`src/rtl/btn_debounce_fsm.sv`:
```
// rtl/btn_debounce_fsm.sv - push-button synchronizer/debouncer with rise, fall and long-press ticks
module btn_debounce_fsm #(
  parameter int unsigned STABLE_CYCLES = 2000000,
  parameter int unsigned LONG_CYCLES   = 100000000,
  parameter int unsigned CNT_W         = 27
) (
  input  logic clk,
  input  logic reset,
  input  logic btn_in,
  output logic db_level,
  output logic rise_tick,
  output logic fall_tick,
  output logic long_tick
);

  typedef enum logic [1:0] {
    ZERO  = 2'd0,
    WAIT1 = 2'd1,
    ONE   = 2'd2,
    WAIT0 = 2'd3
  } state_t;

  localparam logic [CNT_W-1:0] STABLE_LAST = CNT_W'(STABLE_CYCLES - 1);
  localparam logic [CNT_W-1:0] LONG_LAST   = CNT_W'(LONG_CYCLES - 1);
  localparam logic [CNT_W-1:0] LONG_MAX    = CNT_W'(LONG_CYCLES);
  localparam logic [CNT_W-1:0] CNT_INC     = CNT_W'(1);

  state_t           state_q;
  logic             sync1_q;
  logic             sync2_q;
  logic [CNT_W-1:0] stable_cnt_q;
  logic [CNT_W-1:0] long_cnt_q;
  logic             db_level_q;
  logic             rise_q;
  logic             fall_q;
  logic             long_q;

  always_ff @(posedge clk or posedge reset) begin
    if (reset) begin
      state_q      <= ZERO;
      sync1_q      <= 1'b0;
      sync2_q      <= 1'b0;
      stable_cnt_q <= '0;
      long_cnt_q   <= '0;
      db_level_q   <= 1'b0;
      rise_q       <= 1'b0;
      fall_q       <= 1'b0;
      long_q       <= 1'b0;
    end else begin
      sync1_q <= btn_in;
      sync2_q <= sync1_q;
      rise_q  <= 1'b0;
      fall_q  <= 1'b0;
      long_q  <= 1'b0;

      case (state_q)
        ZERO: begin
          if (sync2_q) begin
            state_q      <= WAIT1;
            stable_cnt_q <= '0;
          end
        end

        WAIT1: begin
          if (!sync2_q) begin
            state_q <= ZERO;
          end else if (stable_cnt_q == STABLE_LAST) begin
            state_q    <= ONE;
            db_level_q <= 1'b1;
            rise_q     <= 1'b1;
            long_cnt_q <= '0;
          end else begin
            stable_cnt_q <= stable_cnt_q + CNT_INC;
          end
        end

        ONE: begin
          // Saturating at LONG_CYCLES means the == LONG_LAST match happens once per press.
          if (long_cnt_q != LONG_MAX) begin
            long_cnt_q <= long_cnt_q + CNT_INC;
          end
          if (long_cnt_q == LONG_LAST) begin
            long_q <= 1'b1;
          end
          if (!sync2_q) begin
            state_q      <= WAIT0;
            stable_cnt_q <= '0;
          end
        end

        WAIT0: begin
          if (sync2_q) begin
            state_q <= ONE;
          end else if (stable_cnt_q == STABLE_LAST) begin
            state_q    <= ZERO;
            db_level_q <= 1'b0;
            fall_q     <= 1'b1;
          end else begin
            stable_cnt_q <= stable_cnt_q + CNT_INC;
          end
        end

        default: begin
          state_q <= ZERO;
        end
      endcase
    end
  end

  assign db_level  = db_level_q;
  assign rise_tick = rise_q;
  assign fall_tick = fall_q;
  assign long_tick = long_q;

endmodule

```
`config.mk`:
```
export PLATFORM = sky130hd
export DESIGN_NAME = btn_debounce_fsm
export DESIGN_NICKNAME = d
export VERILOG_FILES = /design/src/rtl/btn_debounce_fsm.sv
export SDC_FILE = /design/constraint.sdc
export NUM_CORES = 1
export LEC_CHECK = 0
export BUFFER_PORTS_ARGS = -buffer_cell sky130_fd_sc_hd__buf_2
export CAP_MARGIN = 20
export CORE_ASPECT_RATIO = 0.75
export CORE_MARGIN = 2
export CORE_UTILIZATION = 56
export DETAILED_ROUTE_END_ITERATION = 12
export HOLD_SLACK_MARGIN = 0.03
export PLACE_DENSITY = 0.75
export SYNTH_ARGS = -nofsm -noshare
export SYNTH_HDL_FRONTEND = slang
export SYNTH_SLANG_ARGS = --single-unit
export TNS_END_PERCENT = 100
```
`constraint.sdc`:
```
create_clock -name clk -period 2.3 [get_ports clk]
set_clock_uncertainty 0.05 [all_clocks]
set_input_delay 0.23 -clock clk [delete_from_list [all_inputs] [get_ports clk]]
set_output_delay 0.23 -clock clk [all_outputs]
set_load 0.005 [all_outputs]
```
Word level (Yosys, flattened, before mapping)
Cells that the tools add are included.
{"block": "word_totals", "reg_bits": 62, "out_inout_bits": 4, "word_cells": 62}
{"block": "classes", "n_addsub": 2, "n_eq_ne": 15, "muxes": 29, "reduce_logical": 7}
{"operator": "two-way mux 27 bit", "count": 8}
{"operator": "one-hot mux 27 bit (4 select lines)", "count": 1}
{"operator": "adder 27 x 1 -> 27 bit, second input constant", "count": 2}
{"operator": "one-hot mux 27 bit (2 select lines)", "count": 1}
{"operator": "equality test 27 x 21 -> 1 bit, second input constant", "count": 1}
{"operator": "equality test 27 bit, second input constant", "count": 1}
{"operator": "inequality test 27 bit, second input constant", "count": 1}
{"operator": "inequality test 2 bit, second input constant", "count": 7}
{"operator": "two-way mux 2 bit", "count": 6}
{"operator": "AND reduction 4 bit", "count": 3}
{"operator": "two-way mux 1 bit", "count": 11}
{"operator": "one-hot mux 2 bit (4 select lines)", "count": 1}
{"operator": "inequality test 3 bit, second input constant", "count": 2}
{"operator": "AND reduction 5 bit", "count": 1}
{"operator": "equality test 2 bit, second input constant", "count": 2}
{"operator": "nonzero test 2 bit", "count": 2}
{"operator": "equality test 2 x 1 -> 1 bit, second input constant", "count": 1}
{"operator": "logical NOT 2 bit", "count": 1}
{"operator": "one-hot mux 1 bit (2 select lines)", "count": 1}

Logic depth before layout (Yosys ltp)
Gate-level depths: netlist of run 1.
{"block": "depth", "ltp_word": 4, "depth_mapped": 7, "mapped_depth_nobuf": 7}

Worst setup path after synthesis of run 1
No wires, ideal clock.
{"block": "synth_path", "kind": "register to register", "startpoint": "reg stable_cnt_q[9]", "endpoint": "reg (tool-made name)", "arrival_time_ps": 2076, "required_time_ps": 2125, "path_slack_ps": 48, "path_stages_with_launch": 7, "period_less_slack_ps": 2252, "path_cell_list": "dfrtp_1 -> or4b_1 -> or4_4 -> nor2_4 -> buf_6 -> nand2_2 -> mux2_4"}
{"element": "from (decl)", "line_no": "31", "rtl": "logic [CNT_W-1:0] stable_cnt_q;"}
{"element": "from (signal assigned)", "line_no": "73", "rtl": "stable_cnt_q <= stable_cnt_q + CNT_INC;"}
{"element": "from (signal assigned)", "line_no": "99", "rtl": "stable_cnt_q <= stable_cnt_q + CNT_INC;"}

Worst setup path after layout of run 1
{"block": "layout_path", "startpoint": "reg stable_cnt_q[14]", "endpoint": "reg long_cnt_q[10]"}
{"block": "layout_between", "elab_chain_cells": 3}
{"element": "equality test 27 x 21 -> 1 bit", "line_no": "67", "rtl": "end else if (stable_cnt_q == STABLE_LAST) begin"}
{"element": "inequality test 2 bit (no line)"}
{"element": "AND reduction 4 bit (no line)"}
{"element": "to (signal assigned)", "line_no": "80", "rtl": "long_cnt_q <= long_cnt_q + CNT_INC;"}
{"element": "to (decl)", "line_no": "32", "rtl": "logic [CNT_W-1:0] long_cnt_q;"}
No other way between the ends.
A chain may end at the register's enable or synchronous reset.

==> flow_summary.ini, run 1 <==
[status]
status = complete, no violations

[clock_network]
clk_latency_ps = 350
cts_made_buffers = 9
cts_tree = yes
clock_path_buffers = 2
numClockSinks = 62
cts-root-buf = clkbuf_8
h-tree-depth = 3
clkTransAtPathRegs_ps = 70

[place]
hpwl_mm = 5.24
portBuffers = 6
place_ws_ps = 46.2
gp_congestion = 0.922

[sta]
fin_crit_sh_pct = 100
fmaxAchievable_ghz = 0.435
grt_setup_unrepaired = true
hold_viol_final = 0
setup_ws_ps = 0.891
slew_viol_final = 0
fin_crit_ps = 2300
tightest_slew_ps = 580
relSlewSlack_pct = 61.0
setup_viol = 0

[floorplan]
die_w_um = 93.1
core-area_mm2 = 0.00577
die_area_mm2 = 0.00659
io_pins = 7
start_util_pct = 57.8
rows = 24
die_h_um = 70.8

[logic_synthesis]
synthFlopType = dfrtp_1
syn_area_mm2 = 0.00333
synth-compound-area-share_pct = 6.57
synthMuxAreaShare_pct = 1.69
syn_inst = 348
synthSimpleGateAreaFrac_pct = 30.9
synth_top_area_share_pct = 46.6
synth_edf_count = 0
synth_fa_ha_area_share_pct = 1.13
synth_xor_area_share_pct = 9.99
synth_seq_cells = 62
yosysWarnings = 0
synth_cell_types = 50
synth_area_leaders = dfrtp_1, xnor2_1, nor2_1
synth_top_family_by_area = simple AND/OR/NAND/NOR gates
synth_nets = 354
ys_seq_area_share_pct = 46.6
async_reset_ff_share_pct = 100
yosys.area.top_type = dfrtp_1
avgSynthCellArea_um2 = 9.57

[detailed_routing]
drtAntennaViolNets = 0
vias_per_cell = 6.07
vias = 2851
drt_wl_total_mm = 7.78
drt_first_pass_iters = 5
first_iter_violations = 268
drc = 0
routedWlPerCell_um = 16.5

[layout]
nets = 393
drive_gt1_share_pct = 17.1
syn2layout_area_growth_pct = 17.3
n_fill_cell = 468
final_common_cell = dfrtp_1
layout_common_cells = dfrtp_1, nor2_1, buf_4
n_antenna_cell = 0

[job]
maxCapViolations = 0

[global_route]
grt_use_met2_pct = 36.4
grt_use_met1_pct = 37.8
antenna_found_initial = 0
grt_pass1_wl_mm = 12.9
grt_pass1_vias = 2630
grt_usage_pct = 25.4
gr-usage-met3_pct = 7.14
overflow = 0
grt_max_degree = 47
grt_busiest_layer = met1

[setup_path]
critical_path_arrival_ps = 2480
cp-start-kind = register
worst_ep_required_time_ps = 2480
cp-end-kind = register
criticalPathCategory = reg2reg
rrSetupSlack_ps = 0.9
cp_max_fo = 6

[power]
p_leak_nw = 1.68
power.density_mw_per_mm2 = 589
power.total_mw = 2.30
ir_drop_mv = 0.424

[min_path]
hold_path_class = reg2reg
## what timing repair did
action                                 4_1_cts  5_1_grt
setup buffers                                0        4
endpoints found under the hold margin       17        0
hold buffers                                 2        0
setup endpoints to repair                    0       22
gates resized for setup                      0        5
## cell usage after synthesis (2+ instances only)
master     n
a21oi_1    8
nor3_1    12
o21ai_1    2
ha_1       3
o21ai_0    7
nor4b_1    5
nand3_1   21
or3_1      7
and4_1     7
clkbuf_1   5
or4b_1     2
and2_1     4
nor3b_1    2
nor4_1    15
and3_1     9
xor2_1    17
inv_1     13
o41ai_1    2
o211ai_1   3
or4_1      7
xnor2_1   21
nand3b_1   2
nor2_1    41
mux2i_1    3
buf_2      5
nand4_1   16
dfrtp_1   62
nand2_1   24
nand2b_1   2
## final timing paths
check | start | cells past startpoint | end
max reg2reg | stable_cnt_q[14] | 6 | long_cnt_q[10]
min in group asynchronous | reset | 3 | stable_cnt_q[20]
min | sync1_q | 0 | sync2_q
max in group asynchronous | reset | 4 | long_cnt_q[17]
min reg2reg | sync1_q | 0 | sync2_q
max | stable_cnt_q[14] | 6 | long_cnt_q[10]
## area by class of cell
cell class	count	area (um2)	share of cell area [%]
Clock buffer	9	124	3.17
Clock inverter	7	97.6	2.50
Inverter	13	48.8	1.25
Multi-Input combinational cell	262	1690	43.2
Sequential cell	62	1550	39.7
Tap cell	78	97.6	2.50
Timing Repair Buffer	39	299	7.65
## state kept, by name, summed over array words and instances (netlist names), named ones only
signal        flops
long_tick         1
stable_cnt_q     27
long_cnt_q       27
fall_tick         1
sync1_q           1
sync2_q           1
state_q           1
db_level          1
rise_tick         1
## worst max-delay path: stages, from the launching register on
cell and delay, ps:
dfrtp_1 400, or4b_1 530, or4_4 500, nor4_4 230, buf_4 180, nor2_1 40
mux2_2 260
## power by group
group | internal, mW | switching, mW | leakage [nW] | total [mW]
clock network | 0.613 | 0.468 | 0.106 | 1.08
registers | 1.11 | 0.0248 | 0.855 | 1.13
logic | 0.0353 | 0.0563 | 0.720 | 0.0916
## stage by stage
stage	instance area (um2)	hold slack, ps	TNS [ps]	utilization [%]	instances
3_3_place_gp	3620	174	0	62.8	448
3_5_place_dp	3620	184	0	62.8	448
4_1_cts	3860	306	0	67.0	466
5_1_grt	3910	310	-484	67.8	470
2_1_floorplan	3330	211	0	-	348
6_report	3910	306	0	67.8	470
## cell families after synthesis
group	Yosys count
compound gates	32
xor+xnor	38
mux	5
flops	62
fa+ha+maj	3
buf+inv	24
simple gates	184
## layer usage
metal	wire [um]	vias to the layer above
li1	-	1348
met3	561	22
met2	3440	119
met1	3650	1362
met4	123	0
met5	0	-
Power figures use the tool's default switching activity.
==> run 2, diff against run 1 <==
Settings changed: CORE_UTILIZATION 56 to 59, CTS_BUF_LIST from default to sky130_fd_sc_hd__clkbuf_8, PLACE_DENSITY 0.75 to 0.79.
==> run 2 against run 1 <==
Cell count is 1.3% lower. Design area is 0.45% lower. Clock power is 10% higher. Largest power group is now the clock network. Register-to-register slack better by 70 ps. Fmax is 3.0% higher.
==> flow_summary.ini, run 2 (synthesis results as in run 1) <==
[place]
hpwl_mm = 5.24
place_ws_ps = 25.2
gp_congestion = 0.901
portBuffers = 6

[setup_path]
rrSetupSlack_ps = 70
worst_r2r_endpoint = long_cnt_q[2]
cp.depth = 6
path_cells = nor4b_1, nand3_1, or4_1, buf_4, and3_1, mux2i_1
cp-end-kind = register
crit_slowest_cell = or4_1
reg2reg_from = long_cnt_q[17]
slowest_delay_ps = 520
critical_path_arrival_ps = 2420
cp-start-kind = register
worst-path-buf-inv = 1
cp_max_fo = 5
worst_ep_required_time_ps = 2490
cp_top_family = simple AND/OR/NAND/NOR gates
reg2regPathDepth = 6
criticalPathCategory = reg2reg

[floorplan]
die_w_um = 90.8
start_util_pct = 61.9
io_pins = 7
core-area_mm2 = 0.00538
rows = 23
die_h_um = 69.1
die_area_mm2 = 0.00627

[detailed_routing]
routedWlPerCell_um = 16.7
first_iter_violations = 281
drtAntennaViolNets = 0
vias = 2869
vias_per_cell = 6.18
drc = 0
drt_wl_total_mm = 7.73
drt_first_pass_iters = 6

[sta]
fmaxAchievable_ghz = 0.448
tightest_slew_ps = 773
slew_viol_final = 0
finalHoldWorstSlack_ps = 43.5
setup_viol = 0
fin_crit_ps = 2230
fin_crit_sh_pct = 97.1
final.setup.tns_ps = 0
hold_viol_final = 0
relSlewSlack_pct = 48.5
grt_setup_unrepaired = true
setup_ws_ps = 67.8

[power]
p_leak_nw = 1.69
ir_drop_mv = 0.563
power.density_mw_per_mm2 = 620

[clock_network]
clk_latency_ps = 360
numClockSinks = 62
clock_path_buffers = 2
h-tree-depth = 3
clkTransAtPathRegs_ps = 70
cts-root-buf = clkbuf_8
cts_made_buffers = 9
cts_tree = yes

[global_route]
grt_pass1_vias = 2627
overflow = 0
antenna_found_initial = 0
grt_usage_pct = 25.5
grt_max_degree = 63
grt_pass1_wl_mm = 12.7

[layout]
syn2layout_area_growth_pct = 16.8
drive_gt1_share_pct = 15.4
layout_common_cells = dfrtp_1, nor2_1, buf_4
final_util_pct = 72.3
top_regs = long_cnt_q (27), stable_cnt_q (27)
nets = 390
final_common_cell = dfrtp_1
n_antenna_cell = 0

[job]
maxCapViolations = 0

[min_path]
hold_path_class = in2async

[status]
status = complete, no violations
## run 2: through the flow
step	cell area, um2	instances	total power, mW
3_3_place_gp	3600	444	1.23
2_1_floorplan	3330	348	1.21
3_5_place_dp	3600	444	1.24
5_1_grt	3890	464	2.48
4_1_cts	3850	461	2.42
6_report	3890	464	2.41
## run 2: how the worst max path moves through the flow
stage / start / end / slack (ps)
detailed placement: stable_cnt_q[9] / long_cnt_q[15] / 30
global route: stable_cnt_q[14] / stable_cnt_q[1] / -8
global placement: stable_cnt_q[9] / long_cnt_q[10] / 80
finish: long_cnt_q[17] / long_cnt_q[2] / 70
floorplan: stable_cnt_q[9] / register / 50
CTS: stable_cnt_q[9] / long_cnt_q[15] / 20
## run 2: cell type report
cell class	instances	area (um2)
Multi-Input combinational cell	262	1680
Sequential cell	62	1550
Fill cell	387	1490
Timing Repair Buffer	36	269
Clock buffer	11	151
Clock inverter	5	97.6
Tap cell	75	93.8
Inverter	13	48.8
## run 2: metal layers
metal | GRT usage, % | vias to the layer above | wire [um]
met5 | 0 | - | 0
met1 | 36.9 | 1394 | 3530
li1 | - | 1336 | -
met3 | 5.36 | 14 | 599
met2 | 38.3 | 125 | 3500
met4 | 8.75 | 0 | 102
## run 2: worst min-delay path, delay by kind of cell
family | cells | cell delay, ps
buffers and inverters | 3 | 730
## run 2: timing repair
action | in CTS | in global routing
endpoints found under the setup margin | 0 | 25
setup buffers | 0 | 3
hold buffers | 1 | 0
hold endpoints to repair | 1 | 0
gates resized for setup | 0 | 4
## run 2: power by group
group | internal [mW] | leakage [nW] | switching (mW)
sequential | 1.11 | 0.857 | 0.0225
clock | 0.771 | 0.132 | 0.423
combinational | 0.0316 | 0.701 | 0.0572
==> run 3, diff against run 2 <==
Settings changed: CORE_UTILIZATION 59 to 50, PLACE_DENSITY 0.79 to 0.68, RECOVER_POWER from default to 50.
Clock period 2.3 ns to 2.05 ns, I/O delays scaled along.
==> run 3 against run 2 <==
First-iteration DRC count shrank 2.1%. The run now ends with negative setup slack left. Largest cell class unchanged. Critical endpoint is now stable_cnt_q[2]. Highest routed layer unchanged. Design area grew 10%. Worst hold slack improved by 260 ps. Combinational power increased by 49%. Fmax fell by 2.5%. Count of clock-buffer cells in the layout decreased by 2. Via count increased by 4.1%. Die area rose by 17%. Global-route usage down 1.1 points. Clock power down 14%. Setup slack worse by 310 ps.
==> flow_summary.ini, run 3 (synthesis results as in run 1) <==
[global_route]
grt_max_degree = 42
grt_pass1_wl_mm = 13.9
grt_pass1_vias = 2746
antenna_found_initial = 0
grt_usage_pct = 24.4
overflow = 0

[layout]
layout_common_cells = dfrtp_1, buf_4, nor2_1
final_util_pct = 67.3
drive_gt1_share_pct = 27.7
n_antenna_cell = 0
final_common_cell = dfrtp_1
regArea_mm2 = 0.00155
top_regs = long_cnt_q (27), stable_cnt_q (27)
n_fill_cell = 479
nets = 433
multi_input_area_mm2 = 0.00176
syn2layout_area_growth_pct = 28.8

[sta]
relSlewSlack_pct = 45.3
fin_crit_sh_pct = 112
hold_viol_final = 0
finalHoldWorstSlack_ps = 306
slew_viol_final = 0
setup_ws_ps = -240
fin_crit_ps = 2290
fmaxAchievable_ghz = 0.437
tightest_slew_ps = 820
grt_setup_unrepaired = true
final.setup.tns_ps = -5180
setup_viol = 38

[power]
power.density_mw_per_mm2 = 562
p_clk_share_pct = 42.3
p_seq_share_pct = 52.2
swShare_pct = 23.8
ir_drop_mv = 0.329
p_leak_nw = 1.88
p_sw_uw = 575
p_int_mw = 1.84
combPwrFrac_pct = 5.5

[status]
violations = negative setup slack
status = finished, violations left

[clock_network]
cts-root-buf = clkbuf_8
cts_tree = yes
clk_latency_ps = 350
clkTransAtPathRegs_ps = 70
h-tree-depth = 3
clock_path_buffers = 2
numClockSinks = 62
cts_made_buffers = 9

[floorplan]
rows = 25
die_area_mm2 = 0.00734
start_util_pct = 52.2
core-area_mm2 = 0.00638
io_pins = 7
die_h_um = 74.7
die_w_um = 98.3

[setup_path]
cp-start-kind = register
worst_r2r_endpoint = stable_cnt_q[2]
cp_max_fo = 3
criticalPathCategory = reg2reg
worst_ep_required_time_ps = 2240
reg2reg_from = stable_cnt_q[8]
rrSetupSlack_ps = -240
cp-end-kind = register
critical_path_arrival_ps = 2480
reg2regPathDepth = 6

[min_path]
min_delay_path_depth = 0
hold_path_class = reg2reg
worstHoldStart = sync1_q
holdPathEnd = sync2_q

[detailed_routing]
vias = 2986
drc = 0
drt_first_pass_iters = 5
routedWlPerCell_um = 16.9
vias_per_cell = 5.84
drt_wl_total_mm = 8.66
first_iter_violations = 275
drtAntennaViolNets = 0

[place]
hpwl_mm = 5.63
portBuffers = 6
gp_congestion = 0.880

[job]
maxCapViolations = 0
-- run 3: cell types whose count changed in the layout (fill, tap and decap cells not counted), moves of 2 or more --
cell	before	now
buf_4	26	59
nor2_1	41	31
nor2_2	0	10
a21oi_1	8	3
a21oi_2	0	5
buf_6	3	7
clkinv_2	0	3
buf_8	0	2
bufinv_16	3	1
clkbuf_8	11	9
o21ai_0	7	5
-- run 3: area by class of cell --
| type | count | area share (%) |
|---|---|---|
| clock buffer | 9 | 2.89 |
| inverter | 13 | 1.14 |
| sequential | 62 | 36.2 |
| timing repair buffer | 79 | 15.2 |
| clock inverter | 5 | 1.22 |
| multi-input combinational | 262 | 41.0 |
| tap | 81 | 2.36 |
-- run 3: power groups by stage --
| stage | combinational [mW] | clock (mW) | sequential, mW |
|---|---|---|---|
| floorplan | 0.0704 | 0 | 1.28 |
| global route | 0.149 | 1.09 | 1.26 |
| CTS | 0.133 | 1.04 | 1.26 |
| finish | 0.132 | 1.02 | 1.26 |
| global placement | 0.128 | 0 | 1.28 |
| detailed placement | 0.130 | 0 | 1.28 |
-- run 3: worst max-delay path, cell delays in order, from the launching register on --
cell and delay, ps:
dfrtp_1 390, or4_1 520, or4_4 540, buf_4 170, o21ai_2 140, nor4_1 60
a311o_1 300
-- run 3: repair_timing --
item / 4_1_cts / 5_1_grt
setup endpoints to repair: 38 / 40
gates resized for setup: 15 / 20
hold endpoints to repair: 22 / 0
pin swaps: 6 / 7
cloned: 2 / 1
hold buffers: 2 / 0
buffers inserted: 9 / 6
-- run 3: how the worst max path moves through the flow --
stage                                 from              end  slack [ps]  depth (start not counted)
final                      stable_cnt_q[8]  stable_cnt_q[2]        -240                          6
after global placement    stable_cnt_q[26]  stable_cnt_q[1]        -150                          6
after detailed placement  stable_cnt_q[26]  stable_cnt_q[0]        -190                          6
after CTS                  stable_cnt_q[8]  stable_cnt_q[6]        -170                          5
after global routing       stable_cnt_q[9]    long_cnt_q[1]        -310                          7
after floorplan            stable_cnt_q[8]  stable_cnt_q[7]        -170                          6
-- run 3: metrics by stage --
stage / instance area, um2 / worst slack, ps / std cells / total power, mW
after floorplan: 3360 / -168 / 348 / 1.35
after global placement: 3860 / -145 / 480 / 1.41
after detailed placement: 3860 / -194 / 480 / 1.41
after CTS: 4220 / -166 / 507 / 2.43
after global routing: 4290 / -313 / 511 / 2.50
final: 4290 / -240 / 511 / 2.41
-- run 3: routing by layer --
layer | vias up | GRT usage (%) | wire [um]
li1 | 1418 | - | -
met4 | 0 | 6.54 | 98
met5 | - | 0 | 0
met1 | 1456 | 35.9 | 4140
met2 | 102 | 35.4 | 3840
met3 | 10 | 7.43 | 585
